**src/rtl/uart_apb_rx_drain.sv**
```systemverilog
// uart_apb_rx_drain: autonomous APB master for a CoreUARTapb slave.
// On cfg_start it writes the baud/mode registers. It then polls the UART
// status, either on the RXRDY pin hint or when a poll timer expires. Each
// received byte is moved into a local FIFO together with its error flags,
// and the FIFO is presented on a valid/ready stream.
module uart_apb_rx_drain #(
    parameter int FIFO_DEPTH  = 8,
    parameter int POLL_PERIOD = 1024
) (
    input  logic        PCLK,
    input  logic        PRESETN,
    input  logic        cfg_start,
    input  logic [12:0] cfg_baud,
    input  logic        cfg_bit8,
    input  logic        cfg_parity_en,
    input  logic        cfg_parity_odd,
    output logic        PSEL,
    output logic        PENABLE,
    output logic        PWRITE,
    output logic [4:0]  PADDR,
    output logic [7:0]  PWDATA,
    input  logic [7:0]  PRDATA,
    input  logic        PREADY,
    input  logic        PSLVERR,
    input  logic        rxrdy_in,
    output logic        m_valid,
    input  logic        m_ready,
    output logic [7:0]  m_data,
    output logic [2:0]  m_err,
    output logic        init_done,
    output logic [15:0] ovf_cnt,
    output logic [7:0]  bus_err_cnt
);

    localparam int          AW          = $clog2(FIFO_DEPTH);
    localparam logic [15:0] POLL_RELOAD = 16'(POLL_PERIOD - 1);
    localparam logic [AW:0] FIFO_FULL   = (AW + 1)'(FIFO_DEPTH);

    localparam logic [4:0] ADDR_RXDATA = 5'h04;
    localparam logic [4:0] ADDR_CTRL1  = 5'h08;
    localparam logic [4:0] ADDR_CTRL2  = 5'h0C;
    localparam logic [4:0] ADDR_STATUS = 5'h10;

    typedef enum logic [2:0] {
        ST_IDLE    = 3'd0,
        ST_CFG1    = 3'd1,
        ST_CFG2    = 3'd2,
        ST_WAIT    = 3'd3,
        ST_RD_STAT = 3'd4,
        ST_RD_DATA = 3'd5
    } state_t;

    state_t        state_r;
    logic          start_pend_r;
    logic [15:0]   poll_tmr_r;
    logic [2:0]    stat_err_r;
    logic [10:0]   mem_r [FIFO_DEPTH];
    logic [AW-1:0] wr_ptr_r;
    logic [AW-1:0] rd_ptr_r;
    logic [AW:0]   count_r;

    logic done_s;
    logic start_seen_s;
    logic fifo_full_s;
    logic go_cfg1_s;
    logic go_cfg2_s;
    logic go_stat_s;
    logic go_data_s;
    logic go_wait_s;
    logic push_s;
    logic pop_s;

    // Transfer completion and next-transfer decisions. A restart request
    // always wins and is only taken between transfers.
    always_comb begin
        done_s       = PSEL && PENABLE && PREADY;
        start_seen_s = cfg_start || start_pend_r;
        fifo_full_s  = (count_r == FIFO_FULL);
        go_cfg1_s    = start_seen_s && ((state_r == ST_IDLE) || (state_r == ST_WAIT) || done_s);
        go_cfg2_s    = !start_seen_s && done_s && (state_r == ST_CFG1);
        go_stat_s    = !start_seen_s && (state_r == ST_WAIT) &&
                       (rxrdy_in || (poll_tmr_r == 16'd0)) && !fifo_full_s;
        go_data_s    = !start_seen_s && done_s && (state_r == ST_RD_STAT) &&
                       !PSLVERR && PRDATA[1];
        go_wait_s    = done_s && !go_cfg1_s && !go_cfg2_s && !go_data_s;
        push_s       = done_s && (state_r == ST_RD_DATA) && !PSLVERR;
        pop_s        = (count_r != '0) && m_ready;
    end

    // Main sequencer: APB phase control, poll timer and init_done.
    always_ff @(posedge PCLK or negedge PRESETN) begin
        if (!PRESETN) begin
            state_r      <= ST_IDLE;
            start_pend_r <= 1'b0;
            poll_tmr_r   <= POLL_RELOAD;
            PSEL         <= 1'b0;
            PENABLE      <= 1'b0;
            PWRITE       <= 1'b0;
            PADDR        <= 5'h00;
            PWDATA       <= 8'h00;
            init_done    <= 1'b0;
        end else begin
            start_pend_r <= (start_pend_r || cfg_start) && !go_cfg1_s;
            if (go_cfg1_s) begin
                state_r   <= ST_CFG1;
                PSEL      <= 1'b1;
                PENABLE   <= 1'b0;
                PWRITE    <= 1'b1;
                PADDR     <= ADDR_CTRL1;
                PWDATA    <= cfg_baud[7:0];
                init_done <= 1'b0;
            end else if (go_cfg2_s) begin
                state_r <= ST_CFG2;
                PSEL    <= 1'b1;
                PENABLE <= 1'b0;
                PWRITE  <= 1'b1;
                PADDR   <= ADDR_CTRL2;
                PWDATA  <= {cfg_baud[12:8], cfg_parity_odd, cfg_parity_en, cfg_bit8};
            end else if (go_stat_s) begin
                state_r <= ST_RD_STAT;
                PSEL    <= 1'b1;
                PENABLE <= 1'b0;
                PWRITE  <= 1'b0;
                PADDR   <= ADDR_STATUS;
            end else if (go_data_s) begin
                state_r <= ST_RD_DATA;
                PSEL    <= 1'b1;
                PENABLE <= 1'b0;
                PWRITE  <= 1'b0;
                PADDR   <= ADDR_RXDATA;
            end else if (go_wait_s) begin
                state_r    <= ST_WAIT;
                PSEL       <= 1'b0;
                PENABLE    <= 1'b0;
                poll_tmr_r <= POLL_RELOAD;
                if (state_r == ST_CFG2) begin
                    init_done <= 1'b1;
                end else begin
                    init_done <= init_done;
                end
            end else if (PSEL && !PENABLE) begin
                PENABLE <= 1'b1;
            end else if ((state_r == ST_WAIT) && (poll_tmr_r != 16'd0)) begin
                poll_tmr_r <= poll_tmr_r - 16'd1;
            end else begin
                poll_tmr_r <= poll_tmr_r;
            end
        end
    end

    // Status error capture and the saturating event counters.
    always_ff @(posedge PCLK or negedge PRESETN) begin
        if (!PRESETN) begin
            stat_err_r  <= 3'b000;
            ovf_cnt     <= 16'h0000;
            bus_err_cnt <= 8'h00;
        end else begin
            if (done_s && PSLVERR && (bus_err_cnt != 8'hFF)) begin
                bus_err_cnt <= bus_err_cnt + 8'd1;
            end else begin
                bus_err_cnt <= bus_err_cnt;
            end
            if (done_s && !PSLVERR && (state_r == ST_RD_STAT)) begin
                stat_err_r <= {PRDATA[4], PRDATA[3], PRDATA[2]};
                if (PRDATA[3] && (ovf_cnt != 16'hFFFF)) begin
                    ovf_cnt <= ovf_cnt + 16'd1;
                end else begin
                    ovf_cnt <= ovf_cnt;
                end
            end else begin
                stat_err_r <= stat_err_r;
            end
        end
    end

    // Output FIFO storage and pointers; pointers wrap at FIFO_DEPTH.
    always_ff @(posedge PCLK or negedge PRESETN) begin
        if (!PRESETN) begin
            for (int i = 0; i < FIFO_DEPTH; i++) begin
                mem_r[i] <= 11'h000;
            end
            wr_ptr_r <= '0;
            rd_ptr_r <= '0;
            count_r  <= '0;
        end else begin
            if (push_s) begin
                mem_r[wr_ptr_r] <= {stat_err_r, PRDATA};
                wr_ptr_r        <= wr_ptr_r + AW'(1);
            end else begin
                wr_ptr_r <= wr_ptr_r;
            end
            if (pop_s) begin
                rd_ptr_r <= rd_ptr_r + AW'(1);
            end else begin
                rd_ptr_r <= rd_ptr_r;
            end
            if (push_s && !pop_s) begin
                count_r <= count_r + (AW + 1)'(1);
            end else if (pop_s && !push_s) begin
                count_r <= count_r - (AW + 1)'(1);
            end else begin
                count_r <= count_r;
            end
        end
    end

    assign m_valid = (count_r != '0);
    assign m_data  = mem_r[rd_ptr_r][7:0];
    assign m_err   = mem_r[rd_ptr_r][10:8];

endmodule

```
**config.mk**
```make
export PLATFORM = sky130hd
export DESIGN_NAME = uart_apb_rx_drain
export DESIGN_NICKNAME = d
export VERILOG_FILES = /design/src/rtl/uart_apb_rx_drain.sv
export SDC_FILE = /design/constraint.sdc
export NUM_CORES = 1
export LEC_CHECK = 0
export CAP_MARGIN = 10
export CORE_MARGIN = 2
export CORE_UTILIZATION = 55
export CTS_CLUSTER_SIZE = 10
export DETAILED_ROUTE_END_ITERATION = 8
export GPL_TIMING_DRIVEN = 0
export PLACE_DENSITY = 0.78
export SKIP_LAST_GASP = 1
export SLEW_MARGIN = 20
export SYNTH_ARGS = -nofsm -noshare
export SYNTH_HDL_FRONTEND = slang
export SYNTH_SLANG_ARGS = --single-unit
```
**constraint.sdc**
```tcl
create_clock -name PCLK -period 3.65 [get_ports PCLK]
set_input_delay 0.73 -clock PCLK [delete_from_list [all_inputs] [get_ports PCLK]]
set_output_delay 0.73 -clock PCLK [all_outputs]
set_load 0.01 [all_outputs]
```
After elaboration in Yosys (flattened, before gate mapping):

Cells that the tools add are included.

* output and inout bits: 53
* bits in registers: 162
* logic and storage cells: 150

* $lt $le $gt $ge: 3
* add/subtract/negate cells: 7
* bitwise logic cells: 6
* equal/unequal tests: 12
* reductions and logical operators: 56
* mux-type cells: 43

Operators by type and width (count)
* 88-bit bitwise mux: 1
* 16-bit two-way mux: 3
* 11-bit binary-select mux with 3-bit select: 1
* 11-bit demux with 3-bit select: 1
* 11-bit two-way mux: 3
* 1-bit logical AND: 28
* 1-bit two-way mux: 21
* 5-bit two-way mux: 4
* 16-bit by 1-bit adder with 16-bit output, second input constant: 1
* 16-bit zero test: 1
* 8-bit two-way mux: 2
* 16-bit inequality test, second input constant: 1
* 16-bit nonzero test: 1
* 16-bit by 1-bit subtractor with 16-bit output, second input constant: 1
* 3-bit two-way mux: 5
* 2-bit nonzero test: 5
* 1-bit zero test: 9
* 8-bit by 1-bit adder with 8-bit output, second input constant: 1
* 4-bit greater-or-equal comparator, second input constant: 2
* 4-bit two-way mux: 2
* 2-bit inequality test, second input constant: 4
* 8-bit inequality test, second input constant: 1
* 3-bit inverter with 4-bit output: 2
* 4-bit nonzero test: 2
* other kinds (16): 25

Longest topological paths before layout:

Gate-level depths: netlist (run 1).

* depth in word-level cells: 13
* gate-level depth with buffers: 11
* depth with buffers taken out: 10

Worst setup path before layout (run 1):

No wires, ideal clock.

* kind: input port to flip-flop
* from: input port PREADY
* to: register count_r[3]
* path buffers: 0
* setup slack: 0.781 ns
* arrival: 2.744 ns
* required time: 3.525 ns
* cell stages on the path: 10
* cells stage by stage: nand3_1 -> nor3_1 -> ha_1 -> inv_1 -> ha_1 -> a21o_1 -> a21oi_1 -> xnor2_1 -> nor2_1 -> xor2_1

* longest elaborated chain between the ends: 6
* elaborated cells on any way between the ends: 8
* those cells by class: mux: 1; reduce/logical: 7

Ends and longest elaborated chain
* start: declaration: line 23 `input logic PREADY,`
* 1-bit logical AND *: line 76 `done_s = PSEL && PENABLE && PREADY;`
* 1-bit logical AND * (2 in series): line 86 `push_s = done_s && (state_r == ST_RD_DATA) && !PSLVERR;`
* via push_s: line 70 `logic push_s;`
* 1-bit zero test: line 199 `end else if (pop_s && !push_s) begin`
* 1-bit logical AND: line 199
* 2-bit nonzero test (no source line)
* end signal: assignment: line 198 `count_r <= count_r + (AW + 1)'(1);`
* end signal: assignment: line 200 `count_r <= count_r - (AW + 1)'(1);`
* end signal: assignment: line 202 `count_r <= count_r;`
* end: declaration: line 60 `logic [AW:0] count_r;`

The timed path passes the listed nets; every way through them passes the cells marked *.
A chain may end at the register's enable or synchronous reset.

Final worst setup path (run 1):

* from: register rd_ptr_r[1]
* to: output port m_data[3]

* longest elaborated chain between the ends: 4

Ends and longest elaborated chain
* start: declaration: line 59 `logic [AW-1:0] rd_ptr_r;`
* start signal: assignment: line 193 `rd_ptr_r <= rd_ptr_r + AW'(1);`
* start signal: assignment: line 195 `rd_ptr_r <= rd_ptr_r;`
* 3-bit inverter with 4-bit output (not written as such): line 208 `assign m_data = mem_r[rd_ptr_r][7:0];`
* 11-bit binary-select mux with 3-bit select: line 208
* 11-bit two-way mux (2 in series)
* end: declaration: line 28 `output logic [7:0] m_data,`

Every way passes these cells. The select of a mux whose other input is x is not followed.

==> out/results.ini, run 1 <==
[cts]
cts_hold_repair_buffers = 0
clk_path_buf_depth = 2
worst_path_clk_slew_ns = 0.06
cts.htree.levels = 4
cts_num_sinks = 159
clock-root-buffer = clkbuf_16
insertion_delay_ns = 0.43
cts_tree = yes
numCtsBuffers = 17

[placement]
cell_area_placed_um2 = 8640
port_buffers = 81
gpl.final_weighted_congestion = 0.825
dpl.hpwl_um = 11200

[power]
power.share.clock_pct = 32.8
vdd_drop_max_mv = 0.513
design_power_total_mw = 5.84
power_switching_share_pct = 31.6
power_report.internal_total_mw = 4.00
power.share.sequential_pct = 38.6
power.static_leakage_nw = 4.24
power.combinational.fraction_pct = 28.5
power.switching_mw = 1.84
pwr_density_cell_nw_per_um2 = 629

[setup_path]
critical_path.max_fanout = 10
worst-path-buf-inv = 2
end_kind = primary output
worstPathArrival_ns = 2.78
cells_along_the_critical_path = clkbuf_1 > mux4_2 > mux2_2 > clkdlybuf4s50_1
cp_top_family = buffers and inverters
crit_path_start_kind = register
cp_slowest_cell = clkbuf_1
critical-path-max-stage-delay_ns = 0.63
crit_required_ns = 2.92
timing.setup.critical_path_class = reg2out

[timing]
normalized_max_slew_margin_pct = 41.3
finalWorstPathRequiredPeriod_ns = 3.51
finalSetupTns_ns = 0
post-route-period-util_pct = 96.1
timing_worst_slew_pin_value_ns = 0.873
finalSetupViolations = 0
grt_setup_unrepaired = no
timing.fmax_mhz = 285
report.final.slew_viol_count = 0
timing.final.hold_violations = 0
timing.clock.skew_ns = 0.00755
timing.hold.ws_ns = 0.278

[floorplanning]
ios = 84
die_x_um = 121
core_region_area_um2 = 13300
start_util_pct = 56.7
design.die.area_um2 = 14700
die_h_um = 121
placement_rows = 42

[grt]
grt_pass1_vias = 5471
initial_antenna_violation_count = 0
grt_usage_pct = 24.4
grt_pass1_wl_um = 27500
grt_max_degree = 89
global_route.overflow_total = 0

[finish]
postLayoutCellArea_um2 = 9290
antenna_cells = 0
area.growth.synth_to_final_pct = 22.7
drive_gt1_share_pct = 28.4
fin_nets = 727
finish.utilization_pct = 69.6

[synth]
synth_area_leaders = dfrtp_1 49%, mux2_2 16%, mux4_2 6.5%
synth.yosys.seq_area_share_pct = 52.7
synth_enable_flop_cells = 0
synth-warning-count = 0
netlist_instances = 586
synth_async_sr_flop_share_pct = 100
post_synth_num_cell_types = 61
netlist_area_um2 = 7570
yosys_register_bits = 159
synth_commonest_cells = 149 x dfrtp_1, 106 x mux2_2, 31 x nand2_1
yosysMostFrequentCell = dfrtp_1
post-synth-top-area-cell = dfrtp_1
post-synth-top-area-fraction_pct = 49.2
synthFlopType = dfrtp_1
synth_area_per_cell_um2 = 12.9

[worst_hold_path]
hold_path.class = in2async

[run]
maxCapViolCount = 0

[route]
final_antenna_net_count = 0
initialDrtViolationCount = 315
drt-wirelength-per-cell_um = 19.0
routed_via_density = 6.00
dr.pass1.iters = 6
remaining_drc_errors = 0
route.final.wire_length_um = 16700
num_vias = 5256

[outcome]
status = completed

## metal layers
layer  GRT usage (%)  vias up  part of all wire, %
met5               0        -                    0
met4            8.55        0                  1.6
met3            6.20       24                  5.1
met2            39.3      153                   49
met1            32.3     2702                   44
li1                -     2377                    -
## worst paths after layout
| path | depth (start not counted) | end | start | slack, ns |
|---|---|---|---|---|
| max | 4 | m_data[3] | rd_ptr_r[1] | 0.14 |
| min | 1 | count_r[2] | PRESETN | 0.28 |
| max reg2reg | 6 | mem_r[50] | PSEL | 0.54 |
| min reg2reg | 1 | count_r[3] | count_r[3] | 0.49 |
| max in group asynchronous | 2 | ovf_cnt[7] | PRESETN | 2.56 |
| min in group PCLK | 1 | count_r[3] | count_r[3] | 0.49 |
## final cells by class
class | count | area (um2)
Clock inverter | 11 | 180
Buffer | 28 | 146
Sequential cell | 159 | 3990
Inverter | 15 | 56.3
Fill cell | 953 | 4060
Tap cell | 176 | 220
Clock buffer | 21 | 460
Timing Repair Buffer | 82 | 843
Multi-Input combinational cell | 384 | 3390
## kinds of logic (layout without fill, tap and decap cells)
logic type | after synthesis | in the layout | share of synthesized area, %
AOI/OAI and AO/OA | 75 | 75 | 7.65
xor gates and xnor gates | 30 | 30 | 3.47
buffers and inverters | 44 | 157 | 2.63
other | 1 | 2 | 0.0495
DFF | 159 | 159 | 52.7
and+or+nand+nor | 140 | 140 | 9.63
muxes | 128 | 128 | 22.3
adders and majority gates | 9 | 9 | 1.59
## power by group through the flow
stage	logic (mW)	registers (mW)	clock network [mW]
after global placement	1.60	2.25	0
after floorplan	1.06	2.25	0
final	1.67	2.26	1.92
after global routing	1.84	2.29	2.02
after CTS	1.69	2.24	1.94
after detailed placement	1.68	2.26	0
## timing repair
| action | 4_1_cts | 5_1_grt |
|---|---|---|
| resized for setup | 10 | 0 |
| setup buffers | 0 | 0 |
| endpoints found under the setup margin | 11 | 2 |
## flip-flops by register name, indices dropped and copies added (netlist names)
register,count
PADDR,3
PENABLE,1
PSEL,1
PWDATA,8
bus_err_cnt,8
count_r,4
init_done,1
mem_r,88
ovf_cnt,16
poll_tmr_r,16
rd_ptr_r,3
start_pend_r,1
stat_err_r,3
state_r,3
wr_ptr_r,3
## stage by stage
step | instances | worst slack [ns]
finish | 876 | 0.143
global route | 876 | 0.0237
CTS | 877 | 0.0969
detailed placement | 845 | -0.204
global placement | 844 | -4.22
floorplan | 587 | 0.781
## placed cells by master, fill, tap and decap left out, types with 3 or more instances in the layout
| cell | count |
|---|---|
| a222oi_1 | 8 |
| mux4_2 | 22 |
| or4_1 | 5 |
| and4_1 | 4 |
| a21oi_1 | 6 |
| dfstp_2 | 10 |
| ha_1 | 8 |
| nor2_1 | 27 |
| nand2b_1 | 5 |
| xnor2_1 | 19 |
| inv_1 | 15 |
| nor2b_1 | 3 |
| nor4_1 | 9 |
| nand3_1 | 19 |
| clkbuf_16 | 17 |
| a211o_1 | 3 |
| bufinv_16 | 4 |
| buf_2 | 6 |
| o211ai_1 | 3 |
| clkinv_4 | 4 |
| a31oi_1 | 6 |
| o211a_1 | 3 |
| clkdlybuf4s50_1 | 80 |
| nor3_1 | 11 |
| mux2_2 | 106 |
| dfrtp_1 | 149 |
| o41ai_1 | 4 |
| or2_2 | 4 |
| buf_4 | 5 |
| o21ai_0 | 12 |
| o31ai_1 | 8 |
| nand2_1 | 31 |
| nand4_1 | 3 |
| clkbuf_1 | 16 |
| xor2_1 | 11 |
| and3_1 | 6 |
Power figures use the tool's default switching activity.
==> run 2: changes to the inputs <==
--- a/config.mk
+++ b/config.mk
@@ -5,7 +5,7 @@
 export SDC_FILE = /design/constraint.sdc
 export NUM_CORES = 1
 export LEC_CHECK = 0
-export CAP_MARGIN = 10
+export CAP_MARGIN = 20
 export CORE_MARGIN = 2
 export CORE_UTILIZATION = 55
 export CTS_CLUSTER_SIZE = 10
==> results of run 2 <==
Final layout, timing and power as in run 1 (identical DEF).
==> run 3: changes to the inputs <==
--- a/config.mk
+++ b/config.mk
@@ -8,12 +8,13 @@
 export CAP_MARGIN = 20
 export CORE_MARGIN = 2
 export CORE_UTILIZATION = 55
+export CTS_CLUSTER_DIAMETER = 80
 export CTS_CLUSTER_SIZE = 10
 export DETAILED_ROUTE_END_ITERATION = 8
 export GPL_TIMING_DRIVEN = 0
 export PLACE_DENSITY = 0.78
 export SKIP_LAST_GASP = 1
-export SLEW_MARGIN = 20
+export SLEW_MARGIN = 15
 export SYNTH_ARGS = -nofsm -noshare
 export SYNTH_HDL_FRONTEND = slang
 export SYNTH_SLANG_ARGS = --single-unit
==> results of run 3 <==
Final layout, timing and power as in run 1 (identical DEF).
